<file path="config.mk">
export PLATFORM = sky130hd
export DESIGN_NAME = priority_encoder_32to5
export DESIGN_NICKNAME = d
export VERILOG_FILES = /design/src/rtl/priority_encoder_32to5.sv
export SDC_FILE = /design/constraint.sdc
export NUM_CORES = 1
export LEC_CHECK = 0
export ABC_CLOCK_PERIOD_IN_PS = 1910
export CORE_ASPECT_RATIO = 1.75
export CORE_MARGIN = 1.5
export CORE_UTILIZATION = 39
export DETAILED_ROUTE_END_ITERATION = 6
export PLACE_DENSITY = 0.73
export RECOVER_POWER = 25
export SYNTH_ARGS = -nofsm -noshare
export SYNTH_HDL_FRONTEND = slang
export SYNTH_SLANG_ARGS = --single-unit
</file>
<file path="constraint.sdc">
create_clock -name clock -period 1.91 [get_ports clock]
set_clock_uncertainty 0.1 [all_clocks]
set_input_delay 0.382 -clock clock [delete_from_list [all_inputs] [get_ports clock]]
set_output_delay 0.382 -clock clock [all_outputs]
set_load 0.01 [all_outputs]
</file>
<file path="src/rtl/priority_encoder_32to5.sv">
// Sequential 32-to-5 encoder: sticky request capture, registered index on a valid/ready port.
// Define PRIORITY_ENC_ROUND_ROBIN_EN for round-robin selection instead of lowest-index priority.
module priority_encoder_32to5 #(
    parameter int unsigned N     = 32,
    parameter int unsigned IDX_W = 5
) (
    input  logic             clock,
    input  logic             reset,
    input  logic             enable,
    input  logic [N-1:0]     req_in,
    input  logic             out_ready,
    output logic             out_valid,
    output logic [IDX_W-1:0] out_index,
    output logic [N-1:0]     pending,
    output logic             any_pending
);

    typedef enum logic [0:0] {StIdle, StPresent} state_e;

    state_e           state_q, state_d;
    logic [N-1:0]     pending_q, pending_d;
    logic [N-1:0]     clr;
    logic [IDX_W-1:0] out_index_q;
    logic [IDX_W-1:0] sel_base;
    logic [IDX_W-1:0] sel_idx;
    logic             handshake;

    // First set bit of vec at or above base, wrapping modulo N.
    function automatic logic [IDX_W-1:0] select_idx(input logic [N-1:0] vec,
                                                    input logic [IDX_W-1:0] base);
        logic             found;
        logic [IDX_W-1:0] idx;
        logic [IDX_W-1:0] cand;
        found = 1'b0;
        idx   = '0;
        for (int k = 0; k < N; k++) begin
            cand = base + IDX_W'(k);
            if (!found && vec[cand]) begin
                idx   = cand;
                found = 1'b1;
            end
        end
        return idx;
    endfunction

    assign handshake = out_valid & out_ready;

`ifdef PRIORITY_ENC_ROUND_ROBIN_EN
    logic [IDX_W-1:0] rr_ptr;

    always_ff @(posedge clock) begin
        if (reset) begin
            rr_ptr <= '0;
        end else if (handshake) begin
            rr_ptr <= out_index_q + IDX_W'(1);
        end
    end

    assign sel_base = rr_ptr;
`else
    assign sel_base = '0;
`endif

    assign sel_idx = select_idx(pending_q, sel_base);

    always_comb begin
        clr = '0;
        if (handshake) begin
            clr[out_index_q] = 1'b1;
        end
    end

    // A line re-requested in its own accept cycle stays pending.
    assign pending_d = (pending_q & ~clr) | ({N{enable}} & req_in);

    always_ff @(posedge clock) begin
        if (reset) begin
            pending_q <= '0;
        end else begin
            pending_q <= pending_d;
        end
    end

    // FSM: state register
    always_ff @(posedge clock) begin
        if (reset) begin
            state_q <= StIdle;
        end else begin
            state_q <= state_d;
        end
    end

    // FSM: next state
    always_comb begin
        state_d = state_q;
        unique case (state_q)
            StIdle:    if (pending_q != '0) state_d = StPresent;
            StPresent: if (out_ready) state_d = StIdle;
            default:   state_d = StIdle;
        endcase
    end

    // FSM: outputs
    always_comb begin
        out_valid = (state_q == StPresent);
    end

    // Index is loaded only when leaving idle, so it holds through any stall.
    always_ff @(posedge clock) begin
        if (reset) begin
            out_index_q <= '0;
        end else if (state_q == StIdle && pending_q != '0) begin
            out_index_q <= sel_idx;
        end
    end

    assign out_index   = out_index_q;
    assign pending     = pending_q;
    assign any_pending = |pending_q;

endmodule

</file>
==> results.md <==
* Core box area at 4670 um^2
* Post-detailed-route DRC marker count at 0
* Ys async rst share at 0%
* Reg-to-reg setup timing slack at -130 ps
* Ys Warns at 0
* Power density over cell area at 677 nW/um^2
* Setup violations, final at 5
* List of cells traversed by the critical path: nor4_4, nand4_2, nor3_4, nand3_2, buf_6
* Final period utilization at 109%
* Die W at 55.6 um
* Final net count at 403
* Wire length of the first global-routing pass at 10600 um
* Buffer type at the clock tree root: sky130_fd_sc_hd__clkbuf_8
* Sum of overflow across all layers after global routing at 0
* Violations in the final reports: setup timing
* Wirelength per Cell at 15.9 um
* Total power at 0.00216 W
* Path category of the worst min-delay check: reg2reg
* CTS tree: done
* Clock H-tree levels at 2
* Yosys reg bits at 38
* Crit-path slowest cell: sky130_fd_sc_hd__dfxtp_2
* DRT antenna net count at 0
* Distinct cell type count of the synthesized netlist at 38
* Number of clock sinks at 38
* Stage delay of the slowest cell on the critical path at 340 ps
* Most used cells in the layout excluding fill and tap cells: sky130_fd_sc_hd__clkdlybuf4s50_1 (73), sky130_fd_sc_hd__buf_4 (48), sky130_fd_sc_hd__nand2_1 (38)
* Post-synthesis to final-layout area growth at 69.4%
* Share of cells above drive strength 1 at 21.7%
* Clock latency of the later-clocked register in the worst-skew pair at 300 ps
* DIE AREA at 5280 um^2
* Slew at the pin closest to its max-slew limit at 571 ps
* Synthesized net count at 279
* Post-layout worst setup margin at -174 ps
* Unrepaired setup endpoints after global routing: true
* Number of iterations in the first detailed-routing pass at 4
* Via count of the first global-routing pass at 2309
* Number of cells in the finished layout apart from fillers at 420
* HPWL after DPL at 4940 um
* Shortest clock period the worst path allows after layout at 2080 ps
* Initial cell density of the core at 40.5%
* All-Layer GR Usage at 25.7%
* DRT Wirelength at 6680 um
* Worst-path fanout max at 2
* Pin count of the biggest net entering global routing at 33
* Clock-pin transition on the worst setup and hold timing paths at 80 ps
* Kind of end point of the critical path: output pin
* Number of antenna violations at the first check in global routing at 0
* Die Height at 95.0 um
* Maximum clock frequency at 480 MHz
* Type of the setup path with the least slack: reg2out
* Leakage dissipation at 1.24 nW
* Slew margin rel. at 61.8%
* Drt first-iter violations at 56
* Final count of pins violating max slew at 0
* Count of input and output buffers at 74
* Post-Synthesis Cell Area at 1890 um^2
* Antenna diode count at 0
* Clock buffer count from CTS at 5
* Number of flops mapped to enable cells by yosys at 0
* Commonest non-fill, non-tap cell in the layout: sky130_fd_sc_hd__clkdlybuf4s50_1
* Row Count at 33
* Portion of the post-synthesis area used by sequential elements at 40.3%
* Total Neg Setup Slack at -490 ps
* Final Hold Vio Count at 0
* Routed vias/inst at 5.50
* Number of ports placed on the die boundary at 75
* Element type at the critical path start: register
* Area leader, netlist: sky130_fd_sc_hd__dfxtp_1
* Total number of vias at 2309
* Yosys top cell area share at 40.3%
* Max-cap check violation count at 0
* Number of cells produced by synthesis at 243
* Average footprint of a synthesized cell at 7.77 um^2
* Count of placed standard cells including taps at 410
* Outcome: finished with violations
* Peak VDD IR at 0.691 mV
* Main synth FF type: sky130_fd_sc_hd__dfxtp_1
* Leading cell types by total area after synthesis: sky130_fd_sc_hd__dfxtp_1 (40%), sky130_fd_sc_hd__a21oi_1 (9.8%), sky130_fd_sc_hd__o21ai_1 (8.5%)
* Data arrival time of the critical path at 1600 ps
* Worst EP required at 1430 ps
* GPL Wtd Cong at 0.844
* Buffers from clock root to sink, at most at 2
## critical path, delay by kind of cell (launching register included)
kind,cells,cell delay (ps)
and+or+nand+nor,4,830
DFF,1,340
buffers and inverters,1,140
## metrics by stage
| step | area, um^2 | utilization (%) | setup slack (ps) | hold slack [ps] |
|---|---|---|---|---|
| finish | 3200 | 68.5 | -174 | 446 |
| floorplan | 1890 | - | 74.7 | 418 |
| detailed placement | 3060 | 65.6 | -291 | 416 |
| global placement | 3060 | 65.6 | -222 | 418 |
| global route | 3200 | 68.5 | -257 | 470 |
| CTS | 3190 | 68.4 | -260 | 445 |
## kinds of logic after synthesis
family / count (synthesis) / synth area share [%]
buffers and inverters: 17 / 3.38
DFF: 38 / 40.3
AOI/OAI and AO/OA: 93 / 28.0
and+or+nand+nor: 95 / 28.4
## final timing paths
check,cells past startpoint,start,end
hold / removal,2,pending[30],pending[30]
hold reg to reg,2,pending[30],pending[30]
setup / recovery,5,pending[8],any_pending
setup reg to reg,7,pending[8],out_index[0]
## layout make-up
cell class / count / area [um^2]
clock inverter: 2 / 12.5
clock buffer: 6 / 82.6
fill: 391 / 1470
tap: 52 / 65.1
sequential: 38 / 769
inverter: 5 / 18.8
timing repair buffer: 129 / 1140
multi-input combinational: 188 / 1100
## synthesized netlist by cell type, types with 2 or more instances
| master | instances |
|---|---|
| sky130_fd_sc_hd__a21oi_1 | 37 |
| sky130_fd_sc_hd__nor3b_1 | 2 |
| sky130_fd_sc_hd__a31oi_1 | 4 |
| sky130_fd_sc_hd__o21ai_0 | 3 |
| sky130_fd_sc_hd__o31ai_1 | 2 |
| sky130_fd_sc_hd__nor3_2 | 4 |
| sky130_fd_sc_hd__inv_1 | 5 |
| sky130_fd_sc_hd__nand3_1 | 3 |
| sky130_fd_sc_hd__o21bai_1 | 2 |
| sky130_fd_sc_hd__nor4_1 | 2 |
| sky130_fd_sc_hd__dfxtp_1 | 38 |
| sky130_fd_sc_hd__nor2_1 | 23 |
| sky130_fd_sc_hd__a211oi_1 | 3 |
| sky130_fd_sc_hd__nor4_4 | 4 |
| sky130_fd_sc_hd__or3_1 | 2 |
| sky130_fd_sc_hd__nand2_1 | 38 |
| sky130_fd_sc_hd__clkbuf_1 | 12 |
| sky130_fd_sc_hd__nor3_1 | 4 |
| sky130_fd_sc_hd__nor2b_1 | 2 |
| sky130_fd_sc_hd__o21ai_1 | 32 |
| sky130_fd_sc_hd__nand3b_1 | 3 |
| sky130_fd_sc_hd__or3b_1 | 2 |
## layer usage
metal,global-route usage [%],share of wire (%),up-vias,wire length (um)
li1,-,-,1124,-
met1,25.0,35,1086,2360
met2,51.6,57,73,3810
met3,3.26,3.5,26,236
met4,13.4,4.2,0,280
met5,0,0,-,0
## what timing repair did
action	4_1_cts	5_1_grt
cloned	0	0
hold buffers	0	0
resized for setup	10	8
setup endpoints to repair	5	8
pin swaps	6	3
setup buffers	1	1
## registers in the layout, summed over array words and instances (netlist names)
signal     cells
out_index      5
out_valid      1
pending       32
## report_power, final
part           leakage, nW  internal, W  switching (W)
Sequential           0.317     0.000853      0.0000569
Clock               0.0472     0.000290       0.000292
Combinational        0.877     0.000371       0.000302
Total                 1.24      0.00151       0.000651
(Power assumes the default switching activity.)
